`config.mk`:
```
export PLATFORM = sky130hd
export DESIGN_NAME = uart_baud_ctrl
export DESIGN_NICKNAME = d
export VERILOG_FILES = /design/src/rtl/uart_baud_ctrl.sv
export SDC_FILE = /design/constraint.sdc
export NUM_CORES = 1
export LEC_CHECK = 0
export ABC_AREA = 0
export CORE_UTILIZATION = 46
export DETAILED_ROUTE_END_ITERATION = 8
export GPL_ROUTABILITY_DRIVEN = 1
export GPL_TIMING_DRIVEN = 0
export PLACE_DENSITY_LB_ADDON = 0.1
export RECOVER_POWER = 25
export SETUP_SLACK_MARGIN = 0.4
export SLEW_MARGIN = 10
export SYNTH_ARGS = -nofsm -noshare
export SYNTH_HDL_FRONTEND = slang
export SYNTH_SLANG_ARGS = --single-unit
```
`constraint.sdc`:
```
create_clock -name clk -period 2.5 [get_ports clk]
set_input_delay 0.375 -clock clk [delete_from_list [all_inputs] [get_ports clk]]
set_output_delay 0.375 -clock clk [all_outputs]
set_load 0.02 [all_outputs]
```
`src/rtl/uart_baud_ctrl.sv`:
```
// Baud divisor controller: holds dvsr for the baud generator and takes new values from software or 0x55 autobaud (build with UART_ABR_EN).
// Latency: write-to-apply 1 edge when idle; new divisors are held pending while tx/rx are busy, and every change pulses baud_clr_o.
module uart_baud_ctrl #(
    parameter logic [10:0] DEFAULT_DVSR = 11'd650,
    parameter logic [10:0] MIN_DVSR     = 11'd3,
    parameter int          CNT_W        = 19
) (
    input  logic        clk,
    input  logic        rst_n,
    input  logic        rx_i,
    input  logic        cfg_wr_i,
    input  logic [10:0] cfg_dvsr_i,
    input  logic        abr_start_i,
    input  logic        tx_busy_i,
    input  logic        rx_busy_i,
    output logic [10:0] dvsr_o,
    output logic        baud_clr_o,
    output logic        pending_o,
    output logic        abr_busy_o,
    output logic        abr_done_o,
    output logic        abr_err_o
);

    logic [10:0] dvsr_q, dvsr_d;
    logic [10:0] pend_dvsr_q, pend_dvsr_d;
    logic        pending_q, pending_d;
    logic        baud_clr_q, baud_clr_d;
    logic        abr_load;
    logic [10:0] abr_dvsr;

`ifdef UART_ABR_EN
    typedef enum logic [2:0] {
        S_IDLE,
        S_ARM,
        S_WAIT_START,
        S_MEASURE,
        S_CALC
    } state_t;

    state_t             state_q, state_d;
    logic [CNT_W-1:0]   cnt_q, cnt_d;
    logic [1:0]         edges_q, edges_d;
    logic               rx_q, rx_qq;
    logic               busy_q, busy_d;
    logic               done_q, done_d;
    logic               err_q, err_d;
    logic               fall;
    logic [CNT_W-1:0]   q_full;

    // Both ends of the span see the same register delay, so it cancels out.
    assign fall   = rx_qq & ~rx_q;
    assign q_full = (cnt_q + CNT_W'(64)) >> 7;

    always_comb begin
        state_d  = state_q;
        cnt_d    = cnt_q;
        edges_d  = edges_q;
        done_d   = 1'b0;
        err_d    = 1'b0;
        abr_load = 1'b0;
        abr_dvsr = q_full[10:0] - 11'd1;
        if (cfg_wr_i) begin
            // Software write aborts any measurement silently.
            state_d = S_IDLE;
        end else begin
            case (state_q)
                S_IDLE: begin
                    if (abr_start_i) state_d = S_ARM;
                end
                S_ARM: begin
                    if (rx_q) state_d = S_WAIT_START;
                end
                S_WAIT_START: begin
                    if (fall) begin
                        cnt_d   = '0;
                        edges_d = 2'd0;
                        state_d = S_MEASURE;
                    end
                end
                S_MEASURE: begin
                    cnt_d = cnt_q + CNT_W'(1);
                    if (fall && edges_q == 2'd3) begin
                        state_d = S_CALC;
                    end else if (cnt_q == {CNT_W{1'b1}}) begin
                        err_d   = 1'b1;
                        state_d = S_IDLE;
                    end else if (fall) begin
                        edges_d = edges_q + 2'd1;
                    end
                end
                S_CALC: begin
                    if (q_full > CNT_W'(2048) || q_full < CNT_W'(MIN_DVSR) + CNT_W'(1)) begin
                        err_d = 1'b1;
                    end else begin
                        abr_load = 1'b1;
                        done_d   = 1'b1;
                    end
                    state_d = S_IDLE;
                end
                default: state_d = S_IDLE;
            endcase
        end
        busy_d = (state_d != S_IDLE);
    end

    always_ff @(posedge clk or negedge rst_n) begin
        if (!rst_n) begin
            state_q <= S_IDLE;
            cnt_q   <= '0;
            edges_q <= 2'd0;
            rx_q    <= 1'b1;
            rx_qq   <= 1'b1;
            busy_q  <= 1'b0;
            done_q  <= 1'b0;
            err_q   <= 1'b0;
        end else begin
            state_q <= state_d;
            cnt_q   <= cnt_d;
            edges_q <= edges_d;
            rx_q    <= rx_i;
            rx_qq   <= rx_q;
            busy_q  <= busy_d;
            done_q  <= done_d;
            err_q   <= err_d;
        end
    end

    assign abr_busy_o = busy_q;
    assign abr_done_o = done_q;
    assign abr_err_o  = err_q;
`else
    logic unused_abr;
    assign unused_abr = &{1'b0, rx_i, abr_start_i};
    assign abr_load   = 1'b0;
    assign abr_dvsr   = 11'd0;
    assign abr_busy_o = 1'b0;
    assign abr_done_o = 1'b0;
    assign abr_err_o  = 1'b0;
`endif

    // Apply first, then load: a same-edge write applies the old value and stays pending.
    always_comb begin
        dvsr_d      = dvsr_q;
        pend_dvsr_d = pend_dvsr_q;
        pending_d   = pending_q;
        baud_clr_d  = 1'b0;
        if (pending_q && !tx_busy_i && !rx_busy_i) begin
            dvsr_d     = pend_dvsr_q;
            pending_d  = 1'b0;
            baud_clr_d = 1'b1;
        end
        if (cfg_wr_i) begin
            pend_dvsr_d = cfg_dvsr_i;
            pending_d   = 1'b1;
        end else if (abr_load) begin
            pend_dvsr_d = abr_dvsr;
            pending_d   = 1'b1;
        end
    end

    always_ff @(posedge clk or negedge rst_n) begin
        if (!rst_n) begin
            dvsr_q      <= DEFAULT_DVSR;
            pend_dvsr_q <= 11'd0;
            pending_q   <= 1'b0;
            baud_clr_q  <= 1'b0;
        end else begin
            dvsr_q      <= dvsr_d;
            pend_dvsr_q <= pend_dvsr_d;
            pending_q   <= pending_d;
            baud_clr_q  <= baud_clr_d;
        end
    end

    assign dvsr_o     = dvsr_q;
    assign pending_o  = pending_q;
    assign baud_clr_o = baud_clr_q;

endmodule

```
==> metrics, run 1 <==
status=complete, no violations; grt total ovfl=0; crit path max fanout=10; Worst VDD drop=0.000645 V; static leakage=0.524 nW; worst r2r path cells=3; Seq/Total Area, Yosys=65.4%; Critical Setup Path Class=input port to register; WHS Path Cells=1; first-pass GRT wire length=2.29 mm; vias in the first global route=538; Final nets=108; Post-Route WL=1.51 mm; Min-Delay Path Class=register to register; share of the synthesized area in the top cell type=54.1%; CTS buffer count=3; Slew @ Worst Pin=1.01 ns; R2R setup slack=0.96 ns; post_cts resized=0; Hold Buf Count CTS=0; Pre-antenna DRT Iters=2; diode count=0; Req. time, crit path=2.69 ns; # port buffers=28; GP Congestion=0.692; Die Ht=46.9 µm; register bit total from synthesis=24; wire per inst=13.2 µm; post-route cell area=1260 µm²; via count=530; Clock Latency Late Sink=0.29 ns; Initial Utilization=51.4%; area of the die=2200 µm²; post-synthesis average cell area=16.8 µm²; CP startpoint kind=input port; final hold viol count=0; Tmin final=1.83 ns; H-tree depth=1; Hold EP=pend_dvsr_q[5]; vias per std cell=4.65; setup TNS=0 ns; Arr. time, crit path=2.02 ns; Clock Tree Root=clkbuf_4; GRT Total Usage=15.0%; hpwl dp=1.14 mm; row count=15; Setup Buffers After CTS=0; Synth cell types=10; # DRC=0; RSZ-0062 raised after global routing=false; Post-Synthesis Cell Area=926 µm²; CTS tree=built; largest net degree at the start of global routing=25; area growth from synthesis to layout=35.9%; 1st-iter DRT viols=1; initial antenna violation count=0; relative slew slack=32.4%; Tcrit/Tclk final=73.2%; maxcap violations=0; Slew Limit Fails=0; core area=1800 µm²; Final setup viols=0; Ys Warns=0; die width=46.9 µm; Worst-path clk slew=0.11 ns; Reg-to-Reg Start=pending_o; Antenna Nets Post-Route=0; crit end category=register; skew final=0.000999 ns; Synth area leader=dfrtp_1; P per Cell Area=721 nW/µm²; Worst Min Path Start=pend_dvsr_q[5]; Max Clock Freq=0.547 GHz; Post-DP Area=1240 µm²; Gate Count Post-Synth=55; Critical R2R Capture=dvsr_o[8]; top cells by area, synth=dfrtp_1, mux2_2, dfstp_2, buf_4, nor3b_4; CTS Buffer Depth=2; layout cells sized above 1=37.1%; Ports=34; clk sink count=24
==> routing by layer <==
layer | up-vias | GRT usage, % | part of all wire [%]
li1 | 250 | - | -
met1 | 258 | 18.2 | 40
met2 | 22 | 27.8 | 52
met3 | 0 | 2.69 | 7.2
met4 | 0 | 3.43 | 0
met5 | - | 0 | 0
==> cells by family (layout without fill, tap and decap cells) <==
family                 count (synthesis)  count (layout)  share of synthesized area (%)
DFF                                   24              24                           65.4
muxes                                 22              22                           26.8
buffers and inverters                  5              37                           4.19
and+or+nand+nor                        2               2                           2.70
other                                  1               3                          0.405
AOI/OAI and AO/OA                      1               1                          0.540
==> stage by stage <==
stage	hold WS (ns)	total power, mW	worst slack (ns)	utilization [%]	instances
6_report	0.514	0.907	0.671	69.9	114
5_1_grt	0.530	0.951	0.614	69.9	114
4_1_cts	0.518	0.923	0.675	70.6	114
3_5_place_dp	0.491	0.762	0.698	69.1	110
3_3_place_gp	0.482	0.754	0.715	69.1	110
2_1_floorplan	0.0794	0.626	1.18	-	57
==> cells in the final DEF, fill, tap and decap left out <==
master	synthesis	layout
clkbuf_1	0	2
nand2b_1	1	1
clkbuf_4	0	3
nor3b_1	0	1
conb_1	1	3
dlygate4sd3_1	0	3
dfrtp_1	20	20
o21ai_0	1	1
dfstp_2	4	4
mux2_2	22	22
buf_4	3	3
clkdlybuf4s50_1	0	25
buf_6	1	1
==> final cells by class <==
| type | instances | area (µm²) |
|---|---|---|
| plain buffers | 5 | 37.5 |
| clock buffers | 4 | 26.3 |
| fillers | 141 | 543 |
| multi-input cells | 28 | 278 |
| flip-flops and latches | 24 | 606 |
| well taps | 25 | 31.3 |
| repair buffers | 28 | 280 |
==> Yosys cell counts <==
cell type and count:
dfstp_2 4, buf_2 1, dfrtp_1 20, buf_4 3, nor3b_4 1, o21ai_0 1
buf_6 1, conb_1 1, mux2_2 22, nand2b_1 1
==> flip-flops by register name, indices dropped and copies added (netlist names) <==
register and count:
baud_clr_o 1, pend_dvsr_q 11, dvsr_o 11, pending_o 1
==> critical path: stages <==
cell and delay (ns):
dlygate4sd3_1 0.56, nor3b_1 0.51, buf_6 0.23, mux2_2 0.34
==> worst max path at each step <==
stage	endpoint	cells past startpoint	startpoint	slack [ns]
6_report	dvsr_o[8]	4	tx_busy_i	0.67
5_1_grt	dvsr_o[8]	4	tx_busy_i	0.61
4_1_cts	dvsr_o[9]	1	dvsr_o[9]	0.67
3_5_place_dp	dvsr_o[8]	4	tx_busy_i	0.70
3_3_place_gp	dvsr_o[4]	4	tx_busy_i	0.72
2_1_floorplan	dvsr_o[0]	3	pending_o	1.18
==> power by group <==
part	internal (mW)	switching (mW)
registers	0.460	0.0289
clock network	0.0619	0.0985
logic	0.147	0.111
Power figures use the tool's default switching activity.
==> run 2, diff against run 1 <==
--- a/config.mk
+++ b/config.mk
@@ -6,7 +6,7 @@
 export NUM_CORES = 1
 export LEC_CHECK = 0
 export ABC_AREA = 0
-export CORE_UTILIZATION = 46
+export CORE_UTILIZATION = 38
 export DETAILED_ROUTE_END_ITERATION = 8
 export GPL_ROUTABILITY_DRIVEN = 1
 export GPL_TIMING_DRIVEN = 0
==> constraint.sdc (replaced) <==
create_clock -name clk -period 1.6 [get_ports clk]
set_input_delay 0.24 -clock clk [delete_from_list [all_inputs] [get_ports clk]]
set_output_delay 0.24 -clock clk [all_outputs]
set_load 0.02 [all_outputs]
==> run 2 against run 1 <==
Clock-buffer cell count down 1. Cell area up 6.8%. Clock skew up 0.011 ns. Largest cell class unchanged. Utilization down 10 points. Global-route usage down 0.52 points. Non-clock buffer count up 6. Total power up 80%. First-iteration DRC count up 100%. Wire length up 4.9%. Sequential cell count unchanged.
==> metrics, run 2 (same netlist as run 1, synthesis figures left out) <==
Arr. time, crit path=1.47 ns (-0.55 ns); H-tree depth=1 (unchanged); diode count=0 (unchanged); vias in the first global route=577 (+7.2%); Post-Route WL=1.58 mm (+4.9%); worst r2r path cells=3 (unchanged); Tmin final=1.25 ns; Ports=34 (unchanged); Post-Route Utilization=59.6% (-10 points); Slew @ Worst Pin=1.24 ns (+0.233 ns); wire per inst=12.8 µm (-2.8%); hpwl dp=1.08 mm (-5.9%); Fill cells=201 (+43%); GRT Total Usage=14.5% (-0.52 points); hold slack=0.155 ns (-0.359 ns); Critical Setup Path Class=input port to register; static leakage=0.619 nW (+18%); Clock Latency Late Sink=0.31 ns (+0.02 ns); core area=2250 µm² (+25%); relative slew slack=17.0% (-15 points); first-pass GRT wire length=2.65 mm (+16%); Reg-to-Reg Start=pending_o; Worst-path clk slew=0.13 ns (+0.02 ns); grt total ovfl=0 (unchanged); GP Congestion=0.563 (-19%); Max Clock Freq=0.799 GHz; Critical R2R Capture=dvsr_o[0]; initial antenna violation count=0 (unchanged); met3 Usage GRT=3.87% (+1.2 points); Most Crowded Layer GR=met2; row count=17 (+2); CTS buffer count=3 (unchanged); layout cells sized above 1=58.9% (+22 points); Die Ht=51.4 µm (+9.6%); Min-Delay Path Class=input port to asynchronous set/reset pin; Global Route met2 Usage=24.0% (-3.8 points); maxcap violations=0 (unchanged); RSZ-0062 raised after global routing=true; most frequent cells in the layout=dfrtp_1, mux2_2, clkdlybuf4s50_1; Pre-antenna DRT Iters=4 (+2); met1 Resource Use GR=16.9% (-1.4 points); setup TNS=0 ns (unchanged); Post-DP Area=1270 µm² (+1.9%); 1st-iter DRT viols=2 (+1); area growth from synthesis to layout=45.1%; Tcrit/Tclk final=78.3%; Slew Limit Fails=0 (unchanged); die width=51.4 µm (+9.6%); Final nets=114 (+5.6%); vias per std cell=4.70 (+1.1%); # port buffers=28 (unchanged); P per Cell Area=1220 nW/µm² (+69%); largest net degree at the start of global routing=25 (unchanged); clk sink count=24 (unchanged); Clock Tree Root=clkbuf_4; total power draw=1.64 mW (+80%); post-route cell area=1340 µm² (+6.8%); skew final=0.0116 ns (+0.0106 ns); Antenna Nets Post-Route=0 (unchanged); Req. time, crit path=1.82 ns (-0.87 ns); crit path max fanout=5 (-5); CTS tree=built; final hold viol count=0 (unchanged); Initial Utilization=41.1% (-10 points); Worst VDD drop=0.000698 V (+8.2%); area of the die=2640 µm² (+20%); crit end category=register; Hold Buf Count CTS=0 (unchanged); Final setup viols=0 (unchanged); # DRC=0 (unchanged); CP startpoint kind=input port; status=complete, no violations; via count=578 (+9.1%); R2R setup slack=0.37 ns (-0.59 ns); most common cell after layout, fill and taps aside=dfrtp_1; CTS Buffer Depth=2 (unchanged)
-- run 2: layout make-up --
class,instances,area (µm²),share of cell area [%]
repair buffers,34,282,20.9
well taps,28,35.0,2.61
clock inverters,1,30.0,2.23
multi-input cells,28,327,24.3
plain buffers,5,41.3,3.07
clock buffers,3,22.5,1.68
flip-flops and latches,24,607,45.2
-- run 2: per-layer routing --
metal  vias up  share of wire (%)
met3         4                6.7
met4         0                1.7
li1        266                  -
met2        25                 46
met5         -                  0
met1       283                 46
-- run 2: power breakdown --
part	switching [mW]	internal, mW	total, mW
logic	0.184	0.251	0.435
registers	0.0519	0.719	0.771
clock network	0.176	0.253	0.429
total	0.412	1.22	1.64
-- run 2: critical path, stage by stage --
cell,delay [ns]
clkdlybuf4s50_1,0.45
nor3b_4,0.29
buf_6,0.19
mux2_4,0.30
-- run 2: metrics by stage --
step | worst slack (ns) | instances
after global placement | -0.0232 | 113
after detailed placement | -0.0267 | 113
after global routing | 0.308 | 123
after floorplan | 0.354 | 57
after CTS | 0.332 | 122
final | 0.348 | 123
-- run 2: how the worst max path moves through the flow --
| stage | slack, ns | cells after the start | from | to |
|---|---|---|---|---|
| 6_report | 0.35 | 4 | tx_busy_i | dvsr_o[0] |
| 5_1_grt | 0.31 | 1 | rst_n | pending_o |
| 4_1_cts | 0.33 | 3 | pending_o | dvsr_o[4] |
| 3_5_place_dp | -0.03 | 4 | tx_busy_i | dvsr_o[2] |
| 3_3_place_gp | -0.02 | 4 | tx_busy_i | dvsr_o[4] |
| 2_1_floorplan | 0.35 | 3 | pending_o | dvsr_o[0] |
-- run 2: timing repair --
| action | in CTS | in global routing |
|---|---|---|
| buffers inserted | 4 | 1 |
| pin swaps | 1 | 0 |
| resized for setup | 65 | 5 |
| cloned | 1 | 0 |
| setup endpoints to repair | 23 | 22 |
| hold endpoints to repair | 0 | 0 |
